[src/rtl/alu_arbiter_if.sv]
// Requester/consumer bundle for alu_arbiter: per-requester operation requests
// and the single shared response channel with status.
interface alu_arbiter_if #(
  parameter int DATA_WIDTH = 8,
  parameter int NUM_REQ    = 4
);
  localparam int IDW = $clog2(NUM_REQ);

  logic [NUM_REQ-1:0]            req_valid;
  logic [NUM_REQ-1:0]            req_ready;
  logic [NUM_REQ*DATA_WIDTH-1:0] req_a;
  logic [NUM_REQ*DATA_WIDTH-1:0] req_b;
  logic [NUM_REQ*2-1:0]          req_op;
  logic                          rsp_valid;
  logic                          rsp_ready;
  logic [IDW-1:0]                rsp_id;
  logic [DATA_WIDTH-1:0]         rsp_out;
  logic                          rsp_c;
  logic                          rsp_n;
  logic                          rsp_v;
  logic                          rsp_z;
  logic                          rsp_err;
  logic                          busy;
  logic [15:0]                   op_count;

  modport master (
    output req_valid, req_a, req_b, req_op, rsp_ready,
    input  req_ready, rsp_valid, rsp_id, rsp_out,
    input  rsp_c, rsp_n, rsp_v, rsp_z, rsp_err, busy, op_count
  );

  modport slave (
    input  req_valid, req_a, req_b, req_op, rsp_ready,
    output req_ready, rsp_valid, rsp_id, rsp_out,
    output rsp_c, rsp_n, rsp_v, rsp_z, rsp_err, busy, op_count
  );
endinterface

[src/rtl/alu_arbiter.sv]
// Round-robin arbiter sharing one saturating signed ALU among NUM_REQ requesters;
// one operation in flight: accept (IDLE) -> compute (EXEC) -> hold result (RESP).
module ALU_Integer #(
  parameter int DATA_WIDTH = 8
) (
  input  logic signed [DATA_WIDTH-1:0] A,
  input  logic signed [DATA_WIDTH-1:0] B,
  input  logic        [1:0]            Op,
  output logic signed [DATA_WIDTH-1:0] Out,
  output logic                         C,
  output logic                         N,
  output logic                         V,
  output logic                         Z
);
  localparam int WW = 2 * DATA_WIDTH;
  localparam logic signed [WW-1:0] SMAX = {{(DATA_WIDTH+1){1'b0}}, {(DATA_WIDTH-1){1'b1}}};
  localparam logic signed [WW-1:0] SMIN = {{(DATA_WIDTH+1){1'b1}}, {(DATA_WIDTH-1){1'b0}}};
  localparam logic [DATA_WIDTH-1:0] OMAX = {1'b0, {(DATA_WIDTH-1){1'b1}}};
  localparam logic [DATA_WIDTH-1:0] OMIN = {1'b1, {(DATA_WIDTH-1){1'b0}}};

  logic signed [WW-1:0]   a_w;
  logic signed [WW-1:0]   b_w;
  logic signed [WW-1:0]   wide;
  logic [DATA_WIDTH:0]    usum;

  assign a_w  = WW'(A);
  assign b_w  = WW'(B);
  assign usum = {1'b0, A} + {1'b0, B};

  // Full-precision result then clamp; C is unsigned carry (add) / borrow (sub), 0 for mul.
  always_comb begin
    wide = '0;
    C    = 1'b0;
    case (Op)
      2'b00: begin
        wide = a_w + b_w;
        C    = usum[DATA_WIDTH];
      end
      2'b01: begin
        wide = a_w - b_w;
        C    = ($unsigned(A) < $unsigned(B));
      end
      2'b10: wide = a_w * b_w;
      default: wide = '0;
    endcase
    V   = 1'b0;
    Out = wide[DATA_WIDTH-1:0];
    if (wide > SMAX) begin
      Out = OMAX;
      V   = 1'b1;
    end else if (wide < SMIN) begin
      Out = OMIN;
      V   = 1'b1;
    end
    N = Out[DATA_WIDTH-1];
    Z = (Out == '0);
  end
endmodule

module alu_arbiter #(
  parameter int DATA_WIDTH = 8,
  parameter int NUM_REQ    = 4
) (
  input  logic          clk,
  input  logic          rst_n,
  alu_arbiter_if.slave  bus
);
  localparam int IDW = $clog2(NUM_REQ);

  typedef enum logic [1:0] {IDLE, EXEC, RESP} state_t;

  state_t                  state_q, state_d;
  logic [IDW-1:0]          rr_ptr_q, rr_ptr_d;
  logic [DATA_WIDTH-1:0]   a_q, a_d, b_q, b_d;
  logic [1:0]              op_q, op_d;
  logic [IDW-1:0]          id_q, id_d;
  logic [DATA_WIDTH-1:0]   rsp_out_q, rsp_out_d;
  logic                    rsp_c_q, rsp_c_d, rsp_n_q, rsp_n_d;
  logic                    rsp_v_q, rsp_v_d, rsp_z_q, rsp_z_d;
  logic                    rsp_err_q, rsp_err_d;
  logic [IDW-1:0]          rsp_id_q, rsp_id_d;
  logic [15:0]             op_count_q, op_count_d;

  logic [IDW-1:0]          scan_idx;
  logic [IDW-1:0]          gnt_idx;
  logic                    gnt_found;
  logic [NUM_REQ-1:0]      ready;
  logic [1:0]              alu_op;
  logic [DATA_WIDTH-1:0]   alu_out;
  logic                    alu_c, alu_n, alu_v, alu_z;

  // First requesting index at or after rr_ptr, wrapping modulo NUM_REQ.
  always_comb begin
    gnt_found = 1'b0;
    gnt_idx   = '0;
    scan_idx  = '0;
    for (int unsigned k = 0; k < NUM_REQ; k++) begin
      scan_idx = IDW'((32'(rr_ptr_q) + k) % NUM_REQ);
      if (!gnt_found && bus.req_valid[scan_idx]) begin
        gnt_found = 1'b1;
        gnt_idx   = scan_idx;
      end
    end
  end

  // The reserved opcode never reaches the ALU; its result is forced in EXEC.
  assign alu_op = (op_q == 2'b11) ? 2'b00 : op_q;

  ALU_Integer #(.DATA_WIDTH(DATA_WIDTH)) u_alu (
    .A   (a_q),
    .B   (b_q),
    .Op  (alu_op),
    .Out (alu_out),
    .C   (alu_c),
    .N   (alu_n),
    .V   (alu_v),
    .Z   (alu_z)
  );

  always_comb begin
    state_d    = state_q;
    rr_ptr_d   = rr_ptr_q;
    a_d        = a_q;
    b_d        = b_q;
    op_d       = op_q;
    id_d       = id_q;
    rsp_out_d  = rsp_out_q;
    rsp_c_d    = rsp_c_q;
    rsp_n_d    = rsp_n_q;
    rsp_v_d    = rsp_v_q;
    rsp_z_d    = rsp_z_q;
    rsp_err_d  = rsp_err_q;
    rsp_id_d   = rsp_id_q;
    op_count_d = op_count_q;
    ready      = '0;
    unique case (state_q)
      IDLE: begin
        if (gnt_found) begin
          ready[gnt_idx] = 1'b1;
          a_d      = bus.req_a[gnt_idx*DATA_WIDTH +: DATA_WIDTH];
          b_d      = bus.req_b[gnt_idx*DATA_WIDTH +: DATA_WIDTH];
          op_d     = bus.req_op[gnt_idx*2 +: 2];
          id_d     = gnt_idx;
          rr_ptr_d = IDW'((32'(gnt_idx) + 32'd1) % NUM_REQ);
          state_d  = EXEC;
        end
      end
      EXEC: begin
        rsp_id_d = id_q;
        if (op_q == 2'b11) begin
          rsp_out_d = '0;
          rsp_c_d   = 1'b0;
          rsp_n_d   = 1'b0;
          rsp_v_d   = 1'b0;
          rsp_z_d   = 1'b0;
          rsp_err_d = 1'b1;
        end else begin
          rsp_out_d = alu_out;
          rsp_c_d   = alu_c;
          rsp_n_d   = alu_n;
          rsp_v_d   = alu_v;
          rsp_z_d   = alu_z;
          rsp_err_d = 1'b0;
        end
        state_d = RESP;
      end
      RESP: begin
        if (bus.rsp_ready) begin
          op_count_d = op_count_q + 16'd1;
          state_d    = IDLE;
        end
      end
      default: state_d = IDLE;
    endcase
  end

  always_ff @(posedge clk or negedge rst_n) begin
    if (!rst_n) begin
      state_q    <= IDLE;
      rr_ptr_q   <= '0;
      a_q        <= '0;
      b_q        <= '0;
      op_q       <= '0;
      id_q       <= '0;
      rsp_out_q  <= '0;
      rsp_c_q    <= 1'b0;
      rsp_n_q    <= 1'b0;
      rsp_v_q    <= 1'b0;
      rsp_z_q    <= 1'b0;
      rsp_err_q  <= 1'b0;
      rsp_id_q   <= '0;
      op_count_q <= '0;
    end else begin
      state_q    <= state_d;
      rr_ptr_q   <= rr_ptr_d;
      a_q        <= a_d;
      b_q        <= b_d;
      op_q       <= op_d;
      id_q       <= id_d;
      rsp_out_q  <= rsp_out_d;
      rsp_c_q    <= rsp_c_d;
      rsp_n_q    <= rsp_n_d;
      rsp_v_q    <= rsp_v_d;
      rsp_z_q    <= rsp_z_d;
      rsp_err_q  <= rsp_err_d;
      rsp_id_q   <= rsp_id_d;
      op_count_q <= op_count_d;
    end
  end

  // State already reads IDLE during reset, so the grant must be masked explicitly.
  assign bus.req_ready = ready & {NUM_REQ{rst_n}};
  assign bus.rsp_valid = (state_q == RESP);
  assign bus.busy      = (state_q != IDLE);
  assign bus.rsp_id    = rsp_id_q;
  assign bus.rsp_out   = rsp_out_q;
  assign bus.rsp_c     = rsp_c_q;
  assign bus.rsp_n     = rsp_n_q;
  assign bus.rsp_v     = rsp_v_q;
  assign bus.rsp_z     = rsp_z_q;
  assign bus.rsp_err   = rsp_err_q;
  assign bus.op_count  = op_count_q;
endmodule

[src/flat_wrapper.sv]
// flat-port wrapper written by rule: the top's interface ports become plain ports
module alu_arbiter_flat 
#(
  parameter int DATA_WIDTH = 8,
  parameter int NUM_REQ    = 4
)
  (clk, rst_n, bus_req_valid, bus_req_a, bus_req_b, bus_req_op, bus_rsp_ready, bus_req_ready, bus_rsp_valid, bus_rsp_id, bus_rsp_out, bus_rsp_c, bus_rsp_n, bus_rsp_v, bus_rsp_z, bus_rsp_err, bus_busy, bus_op_count);
  alu_arbiter_if #(.DATA_WIDTH(DATA_WIDTH), .NUM_REQ(NUM_REQ)) bus_i ();
  input  logic clk;
  input  logic rst_n;
  input wire logic [$bits(bus_i.req_valid)-1:0] bus_req_valid;
  input wire logic [$bits(bus_i.req_a)-1:0] bus_req_a;
  input wire logic [$bits(bus_i.req_b)-1:0] bus_req_b;
  input wire logic [$bits(bus_i.req_op)-1:0] bus_req_op;
  input wire logic [$bits(bus_i.rsp_ready)-1:0] bus_rsp_ready;
  output wire logic [$bits(bus_i.req_ready)-1:0] bus_req_ready;
  output wire logic [$bits(bus_i.rsp_valid)-1:0] bus_rsp_valid;
  output wire logic [$bits(bus_i.rsp_id)-1:0] bus_rsp_id;
  output wire logic [$bits(bus_i.rsp_out)-1:0] bus_rsp_out;
  output wire logic [$bits(bus_i.rsp_c)-1:0] bus_rsp_c;
  output wire logic [$bits(bus_i.rsp_n)-1:0] bus_rsp_n;
  output wire logic [$bits(bus_i.rsp_v)-1:0] bus_rsp_v;
  output wire logic [$bits(bus_i.rsp_z)-1:0] bus_rsp_z;
  output wire logic [$bits(bus_i.rsp_err)-1:0] bus_rsp_err;
  output wire logic [$bits(bus_i.busy)-1:0] bus_busy;
  output wire logic [$bits(bus_i.op_count)-1:0] bus_op_count;
  assign bus_i.req_valid = bus_req_valid;
  assign bus_i.req_a = bus_req_a;
  assign bus_i.req_b = bus_req_b;
  assign bus_i.req_op = bus_req_op;
  assign bus_i.rsp_ready = bus_rsp_ready;
  assign bus_req_ready = bus_i.req_ready;
  assign bus_rsp_valid = bus_i.rsp_valid;
  assign bus_rsp_id = bus_i.rsp_id;
  assign bus_rsp_out = bus_i.rsp_out;
  assign bus_rsp_c = bus_i.rsp_c;
  assign bus_rsp_n = bus_i.rsp_n;
  assign bus_rsp_v = bus_i.rsp_v;
  assign bus_rsp_z = bus_i.rsp_z;
  assign bus_rsp_err = bus_i.rsp_err;
  assign bus_busy = bus_i.busy;
  assign bus_op_count = bus_i.op_count;
  alu_arbiter #(.DATA_WIDTH(DATA_WIDTH), .NUM_REQ(NUM_REQ)) u_core (.clk(clk), .rst_n(rst_n), .bus(bus_i));
endmodule
[config.mk]
export PLATFORM = sky130hd
export DESIGN_NAME = alu_arbiter_flat
export DESIGN_NICKNAME = d
export VERILOG_FILES = /design/src/rtl/alu_arbiter_if.sv /design/src/rtl/alu_arbiter.sv /design/src/flat_wrapper.sv
export SDC_FILE = /design/constraint.sdc
export NUM_CORES = 1
export LEC_CHECK = 0
export CAP_MARGIN = 20
export CORE_AREA = 2 2 201 124
export DETAILED_ROUTE_END_ITERATION = 10
export DIE_AREA = 0 0 203 126
export MAX_ROUTING_LAYER = met4
export SETUP_SLACK_MARGIN = 0.5
export SYNTH_ARGS = -nofsm -noshare
export SYNTH_HDL_FRONTEND = slang
export SYNTH_SLANG_ARGS = --single-unit
[constraint.sdc]
create_clock -name clk -period 6.9 [get_ports clk]
set_input_delay 0.69 -clock clk [delete_from_list [all_inputs] [get_ports clk]]
set_output_delay 0.69 -clock clk [all_outputs]
set_load 0.05 [all_outputs]
==> impl_results.md, run 1 <==
* Post-route setup slack at 1.27 ns
* Layout cells sized above 1 at 4.83%
* Sequential share of the synthesized area at 20.6%
* Most common cell after layout, fill and taps aside: nand2_1
* Pre-CTS setup slack at 1.29 ns
* Die W at 203 um
* Vias at 5,636
* WP data arrival at 5.81 ns
* Setup Fix Bufs, Post-CTS at 0
* Post-synth EDFFs at 0
* Via density at 4.65
* GRT overflow at 0
* Worst Setup Start Kind: flip-flop
* Largest net degree at the start of global routing at 52
* Row count at 44
* CTS Buffer Depth at 2
* DIE AREA at 25,600 um2
* Most frequent cells in the layout: nand2_1, clkdlybuf4s50_1, inv_1
* Num CTS Buffers at 5
* Synth-to-layout area growth at 24.1%
* Prevailing post-synth register cell: dfrtp_1
* Top area cells in the synthesized netlist: dfrtp_1, fa_1, ha_1
* Routability Congestion at 0.928
* Setup CP Type: reg2reg
* Ant diodes at 0
* Post-layout util at 34.3%
* Hold WC Path Type: in2async
* First-pass GRT wire length at 29,300 um
* H-Tree Depth at 2
* Final wirelength at 18,600 um
* Avg Inst Size Synth at 8.26 um2
* Vias in the first global route at 5,280
* TritonRoute pass-1 iters at 5
* Highest clock rate at 0.178 GHz
* Worst Setup End Kind: flip-flop
* Initial antenna violation count at 2
* Final-report hold violation count at 0
* Final Max Tran Viols at 0
* Synth top area share at 20.6%
* Post-Syn Instances at 794
* Reg clk slew, reported paths at 0.08 ns
* YS warnings at 0
* Post-synthesis net count at 986
* Clock latency on the worst-skew pair at 0.30 ns
* Async set or reset register ratio after synthesis at 100%
* CTS Sinks at 54
* PostCTS Resize Cnt at 0
* R2r startpoint: u_core.b_q[3]
* Mapped Area at 6560 um2
* Routed Antenna Nets at 0
* Final Cycle Share at 81.6%
* Core Area at 23,700 um2
* Top-level port count at 116
* Hpwl dp at 15,500 um
* Die height at 126 um
* Setup tns final at 0 ns
* Hold Slack at 0.238 ns
* Yosys reg bits at 54
* Nets@finish at 1,081
* Drt wl/cell at 15.3 um
* Clock root buffer: clkbuf_16
* CP Launch Point: u_core.b_q[3]
* CTS tree: yes
* RSZ-0062 raised after global routing: false
* Initial core utilization at 27.6%
* Hold buffers post-CTS at 0
* Worst slew margin at 39.3%
* DRC viols at 0
* Maxcap violations at 0
* Tightest Pin Transition at 0.909 ns
* Cell type with the largest total area after synthesis: dfrtp_1
* Final Skew at 0.00638 ns
* GRT Resource Usage Total at 15.0%
* Worst path required time at 7.08 ns
* Post-layout min period at 5.63 ns
* Final setup viols at 0
* IO buf count at 115
* Netlist cell types at 72
* Worst-path maximum fanout at 7
* Iter 0 DRT Violations at 530
* Status: completed
-- synthesized netlist by cell type, types with 2 or more instances --
cell	count
a211oi_1	4
a211oi_2	3
a21boi_0	2
a21o_1	5
a21oi_1	26
a21oi_2	2
a222oi_1	3
a31o_2	2
a31oi_1	3
and2_1	32
and3_1	8
buf_1	2
buf_2	2
buf_4	2
clkbuf_1	22
clkbuf_8	2
clkinv_1	2
dfrtp_1	54
fa_1	57
ha_1	56
inv_1	102
mux2_2	4
mux2i_1	3
nand2_1	148
nand2b_1	6
nand3_1	29
nand4_1	7
nor2_1	39
nor2_2	2
nor2b_1	5
nor3_1	6
nor3b_1	2
nor4_1	3
o211ai_1	16
o21a_1	6
o21ai_0	39
o21ai_1	12
o21bai_1	3
o221ai_1	2
o22ai_1	3
o31ai_1	2
or2_2	3
or3_1	3
xnor2_1	22
xor2_1	11
-- cells by family (layout without fill, tap and decap cells) --
logic type | Yosys count | in the layout | synth area share [%]
AO/OA/AOI/OAI | 146 | 146 | 15.2
XOR/XNOR | 33 | 33 | 4.41
adder cells (fa/ha/maj) | 113 | 113 | 28.1
buffers and inverters | 135 | 231 | 8.30
flip-flops | 54 | 54 | 20.6
multiplexers | 8 | 8 | 1.37
AND/OR/NAND/NOR | 305 | 305 | 22.1
-- flip-flops by register name, summed over array words and instances (netlist names), 2 cells and up --
name / count
u_core.a_q: 8
u_core.b_q: 8
u_core.bus.op_count: 16
u_core.bus.rsp_id: 2
u_core.bus.rsp_out: 7
u_core.id_q: 2
u_core.op_q: 2
u_core.rr_ptr_q: 2
u_core.state_q: 2
-- per-layer routing --
| metal | global-route usage (%) | wire length, um |
|---|---|---|
| met5 | - | 0 |
| met4 | 1.29 | 57 |
| met3 | 4.84 | 1890 |
| met2 | 16.7 | 6000 |
| met1 | 25.2 | 10600 |
-- stage by stage --
step | cell area [um2] | std cells
final | 8140 | 1212
after floorplan | 6560 | 794
after CTS | 8140 | 1212
after global routing | 8140 | 1212
after detailed placement | 7990 | 1204
after global placement | 7990 | 1204
-- path summary, 6_finish.rpt --
| path | to | slack, ns | cells after the start |
|---|---|---|---|
| setup / recovery | u_core.bus.rsp_out[0] | 1.27 | 17 |
| hold reg to reg | u_core.bus.op_count[15] | 0.48 | 1 |
| setup reg to reg | u_core.bus.rsp_out[0] | 1.27 | 17 |
| hold / removal | u_core.b_q[3] | 0.24 | 1 |
| min in group clk | u_core.bus.op_count[15] | 0.48 | 1 |
| max in group asynchronous | u_core.bus.rsp_v | 5.76 | 2 |
-- worst max-delay path, stage by stage, from the launching register on --
cell and delay [ns]:
dfrtp_1 0.51, inv_1 0.21, nor2_1 0.26, fa_1 0.50, inv_1 0.23, fa_1 0.46
fa_1 0.50, fa_1 0.55, inv_1 0.04, ha_1 0.36, a21oi_2 0.24, o21ai_1 0.16
a211oi_2 0.32, a2111oi_4 0.07, o41ai_2 0.42, a41oi_2 0.25, a221oi_1 0.34, o21ai_1 0.09
-- area by class of cell --
type                       instances  area [um2]
clock inverter                     3        28.8
timing repair buffer             119        1180
multi-input combinational        605        4670
clock buffer                       5         125
tap                              322         403
fill                            2479       15600
inverter                         104         390
sequential                        54        1350
Power of run 1 is left out: the tool's default activity adds up to more than one toggle a clock period on the data nets, which glitch-free logic cannot reach.
==> run 2: changes to the inputs <==
==> constraint.sdc (replaced) <==
create_clock -name clk -period 5.4 [get_ports clk]
set_input_delay 0.54 -clock clk [delete_from_list [all_inputs] [get_ports clk]]
set_output_delay 0.54 -clock clk [all_outputs]
set_load 0.05 [all_outputs]
==> run 2 against run 1 <==
Global-route usage rose by 1.0 points. Non-clock buffer count rose by 54. Cell count rose by 4.5%. Setup slack got worse by 0.93 ns. First-iteration DRC count fell by 0.75%.
==> impl_results.md, run 2 (synthesis gave the netlist of run 1 again) <==
* Status: completed
* Placed cell count at 1,217
* Vias at 6,015
* CTS tree: yes
* Die height at 126 um
* Finished Layout Cells at 1,267
* TritonRoute pass-1 iters at 5
* DIE AREA at 25,600 um2
* Clock latency on the worst-skew pair at 0.30 ns
* Most frequent cells in the layout: nand2_1, clkdlybuf4s50_1, inv_1
* Hold WC Path Type: in2async
* Sequential Area at 1370 um2
* Crit-path cells: inv_4 > buf_6 > nor2_4 > fa_1 > inv_1 > fa_1 > fa_1 > fa_1 > inv_2 > ha_4 > a21oi_4 > o21ai_2 > a211oi_2 > a2111oi_4 > buf_4 > o41ai_4 > a41oi_4 > buf_12 > a221oi_2 > o21ai_1
* WP data arrival at 5.24 ns
* Reg clk slew, reported paths at 0.08 ns
* Slowest CP cell: fa_1
* DRC viols at 0
* Most frequent CP cell: fa_1
* Final Cycle Share at 93.8%
* Die W at 203 um
* Layout cells sized above 1 at 17.9%
* Final Skew at 0.00861 ns
* Row count at 44
* CTS Buffer Depth at 2
* Drt wl/cell at 15.5 um
* Final-report hold violation count at 0
* Num CTS Buffers at 5
* Initial core utilization at 27.6%
* Worst-path maximum fanout at 7
* Tightest Pin Transition at 0.951 ns
* First-pass GRT wire length at 31,600 um
* Post-layout min period at 5.06 ns
* Filler cells at 2,376
* Hold buffers post-CTS at 0
* Multi-input gate area at 5010 um2
* Via density at 4.75
* Synth-to-layout area growth at 36.4%
* Largest net degree at the start of global routing at 52
* Clock root buffer: clkbuf_16
* Final Max Tran Viols at 0
* Largest register FFs at 16
* Final setup viols at 0
* RSZ-0062 raised after global routing: true
* Highest clock rate at 0.197 GHz
* Slowest stage delay, CP at 0.56 ns
* GRT overflow at 0
* Core Area at 23,700 um2
* Vias in the first global route at 5,912
* Routed Antenna Nets at 0
* Final wirelength at 19,600 um
* Cell family with most CP delay: adder cells
* Setup CP Type: reg2reg
* Setup tns final at 0 ns
* Hpwl dp at 15,900 um
* Top-level port count at 116
* Buf/Inv on CP at 6
* Worst Setup Start Kind: flip-flop
* CTS Sinks at 54
* GRT Resource Usage Total at 16.0%
* Maxcap violations at 0
* Most common cell after layout, fill and taps aside: nand2_1
* Routability Congestion at 0.933
* Iter 0 DRT Violations at 526
* Worst path required time at 5.58 ns
* Worst Setup End Kind: flip-flop
* H-Tree Depth at 2
* IO buf count at 115
* Nets@finish at 1,135
* Worst slew margin at 36.5%
* Initial antenna violation count at 3
## run 2: cell types whose count changed in the layout (fill, tap and decap cells not counted), sizes merged
cell    before  now
clkinv       4    3
buf          5   59
inv        103  104
diode        0    1
## run 2: worst reg2reg max path, stage by stage (launching register included)
cell and delay, ns:
dfrtp_2 0.46, inv_4 0.09, buf_6 0.12, nor2_4 0.06, fa_1 0.53, inv_1 0.05, fa_1 0.51, fa_1 0.44
fa_1 0.56, inv_2 0.05, ha_4 0.24, a21oi_4 0.17, o21ai_2 0.10, a211oi_2 0.26, a2111oi_4 0.08, buf_4 0.15
o41ai_4 0.42, a41oi_4 0.17, buf_12 0.17, a221oi_2 0.24, o21ai_1 0.08
## run 2: repair_timing
action                     in CTS  in global routing
hold endpoints to repair        0                  0
pin swaps                      58                 37
setup endpoints to repair       9                  9
buffers inserted               36                  5
resized for setup              73                 14
## run 2: through the flow
| stage | hold WS, ns | instance area [um2] | setup WS (ns) | utilization, % |
|---|---|---|---|---|
| final | 0.0546 | 8950 | 0.336 | 37.7 |
| after detailed placement | 0.376 | 8130 | 0.0974 | 34.3 |
| after global placement | 0.380 | 8130 | 0.181 | 34.3 |
| after CTS | 0.0547 | 8860 | 0.463 | 37.4 |
| after global routing | 0.0551 | 8950 | 0.169 | 37.7 |
| after floorplan | 0.244 | 6610 | 0.501 | - |
## run 2: path summary, 6_finish.rpt
path	start	cells after the start	slack (ns)	endpoint
worst max-delay path	u_core.a_q[7]	20	0.34	u_core.bus.rsp_out[0]
max in group asynchronous	rst_n	2	4.46	u_core.a_q[2]
min in group clk	u_core.bus.op_count[15]	1	0.48	u_core.bus.op_count[15]
worst min register to register	u_core.bus.op_count[15]	1	0.48	u_core.bus.op_count[15]
worst max register to register	u_core.a_q[7]	20	0.34	u_core.bus.rsp_out[0]
worst min-delay path	rst_n	1	0.05	u_core.a_q[7]
## run 2: layout make-up
cell class,count,share of cell area [%]
diodes,1,0.0280
clock buffers,5,1.40
clock inverters,3,0.294
inverters,104,4.43
multi-input cells,605,56.0
flip-flops and latches,54,15.3
well taps,322,4.50
repair buffers,173,18.1
## run 2: metal layers
layer	vias to the layer above	global-route usage [%]	part of all wire (%)
met5	-	-	0
met4	0	1.42	0.27
met3	5	4.71	9.2
met2	227	20.4	37
met1	2866	25.1	54
li1	2917	-	-
Power of run 2 is left out for the same reason.
==> run 3: changes to the inputs <==
--- a/config.mk
+++ b/config.mk
@@ -5,11 +5,13 @@
 export SDC_FILE = /design/constraint.sdc
 export NUM_CORES = 1
 export LEC_CHECK = 0
+export ABC_CLOCK_PERIOD_IN_PS = 5400
 export CAP_MARGIN = 20
 export CORE_AREA = 2 2 201 124
 export DETAILED_ROUTE_END_ITERATION = 10
 export DIE_AREA = 0 0 203 126
 export MAX_ROUTING_LAYER = met4
+export RECOVER_POWER = 100
 export SETUP_SLACK_MARGIN = 0.5
 export SYNTH_ARGS = -nofsm -noshare
 export SYNTH_HDL_FRONTEND = slang
==> run 3 against run 2 <==
The run now ends with capacitance limit, slew limit left. Non-clock buffer count unchanged. Via count increased by 0.28%. Global-route usage unchanged. Setup slack got worse by 0.069 ns. Flip-flop and latch count unchanged. Utilization decreased by 0.12 points. Critical path type unchanged. First-iteration DRC count increased by 2.3%. Routed wire length about the same.
==> impl_results.md, run 3 (synthesis gave the netlist of run 1 again) <==
* GR Util met3 at 4.71%
* Iter 0 DRT Violations at 538
* Final Max Tran Viols at 92
* GRT Resource Usage Total at 16.0%
* Grt peak-use layer: met1
* M2 GR Usage at 20.4%
* Routed Antenna Nets at 0
* R2r startpoint: u_core.a_q[7]
* IO buf count at 115
* Clock latency on the worst-skew pair at 0.30 ns
* Top-level port count at 116
* Slowest CP cell: fa_1
* Hpwl dp at 15,900 um
* Layout cells sized above 1 at 17.3%
* Setup tns final at 0 ns
* Routability Congestion at 0.933
* Grt met1 use at 25.1%
* Tightest Pin Transition at 2.71 ns
* Num CTS Buffers at 5
* Failing checks: capacitance limit, slew limit
* GRT overflow at 0
* Slowest stage delay, CP at 0.56 ns
* Maxcap violations at 3
* Reg2Reg Depth at 20
* Core Area at 23,700 um2
* Reg-to-reg slack, setup at 0.27 ns
* Crit path depth at 20
* RSZ-0062 raised after global routing: true
* Synth-to-layout area growth at 36.0%
* Initial antenna violation count at 3
* Vias at 6,032
* TritonRoute pass-1 iters at 5
* Cell family with most CP delay: adder cells
* Via density at 4.76
* Clock root buffer: clkbuf_16
* CP Launch Point: u_core.a_q[7]
* Initial core utilization at 27.6%
* Worst slew margin at -80.8%
* Hold WC Path Type: in2async
* Final Skew at 0.00782 ns
* Final-report hold violation count at 0
* Die height at 126 um
* Worst Setup Start Kind: flip-flop
* Final wirelength at 19,700 um
* Final Cycle Share at 95.1%
* WP data arrival at 5.31 ns
* Die W at 203 um
* H-Tree Depth at 2
* Worst Setup End Kind: flip-flop
* CTS Buffer Depth at 2
* Reg clk slew, reported paths at 0.08 ns
* Most frequent cells in the layout: nand2_1, inv_1, clkdlybuf4s50_1
* Worst-path maximum fanout at 7
* CTS tree: yes
* Highest clock rate at 0.195 GHz
* Nets@finish at 1,135
* Capture point of the worst reg-to-reg path: u_core.bus.rsp_out[0]
* Drt wl/cell at 15.5 um
* Largest register FFs at 16
* Setup CP Type: reg2reg
* Most common cell after layout, fill and taps aside: nand2_1
* DRC viols at 0
* Buf/Inv on CP at 6
* CTS Sinks at 54
* Post-layout min period at 5.13 ns
* Vias in the first global route at 5,912
* Filler cells at 2,377
* Status: finished, violations left
* DIE AREA at 25,600 um2
* Final setup viols at 0
* Most frequent CP cell: fa_1
* Largest net degree at the start of global routing at 52
* Row count at 44
* Worst path required time at 5.58 ns
* First-pass GRT wire length at 31,600 um
* Crit-path cells: inv_4 > buf_6 > nor2_4 > fa_1 > inv_1 > fa_1 > fa_1 > fa_1 > inv_2 > ha_4 > a21oi_4 > o21ai_2 > a211oi_2 > a2111oi_4 > buf_4 > o41ai_2 > a41oi_4 > buf_12 > a221oi_2 > o21ai_1
==> run 3: through the flow <==
step | cell area [um2] | setup slack [ns] | hold WS, ns | std cells | util [%]
final | 8920 | 0.267 | 0.108 | 1267 | 37.6
after global routing | 8920 | 0.0810 | 0.128 | 1267 | 37.6
after CTS | 8860 | 0.463 | 0.0547 | 1261 | 37.4
after detailed placement | 8130 | 0.0974 | 0.376 | 1217 | 34.3
after global placement | 8130 | 0.181 | 0.380 | 1217 | 34.3
after floorplan | 6610 | 0.501 | 0.244 | 794 | -
==> run 3: how the worst max path moves through the flow <==
| stage | endpoint | slack [ns] |
|---|---|---|
| after floorplan | u_core.bus.rsp_v | 0.50 |
| after global placement | u_core.bus.rsp_out[0] | 0.18 |
| after detailed placement | u_core.bus.rsp_out[0] | 0.1 |
| after CTS | u_core.bus.rsp_out[0] | 0.46 |
| after global routing | u_core.bus.rsp_out[0] | 0.08 |
| final | u_core.bus.rsp_out[0] | 0.27 |
==> run 3: per-layer routing <==
| layer | vias up | wire, um |
|---|---|---|
| met4 | 0 | 65 |
| met1 | 2864 | 10500 |
| met2 | 245 | 7170 |
| met5 | - | 0 |
| li1 | 2916 | - |
| met3 | 7 | 1890 |
==> run 3: what timing repair did <==
| action | in CTS | in global routing |
|---|---|---|
| hold buffers | 0 | 0 |
| cloned | 0 | 0 |
| gates resized for setup | 73 | 14 |
| endpoints found under the hold margin | 0 | 0 |
| setup endpoints to repair | 9 | 9 |
| pin swaps | 58 | 37 |
| buffers inserted | 36 | 5 |
==> run 3: final cells by class <==
class | instances | area, um2 | share of cell area (%)
Antenna cell | 1 | 2.50 | 0.0281
Clock inverter | 3 | 26.3 | 0.295
Tap cell | 322 | 403 | 4.52
Inverter | 104 | 397 | 4.45
Timing Repair Buffer | 173 | 1610 | 18.0
Clock buffer | 5 | 125 | 1.40
Sequential cell | 54 | 1370 | 15.3
Multi-Input combinational cell | 605 | 4990 | 56.0
Power of run 3 is left out for the same reason.
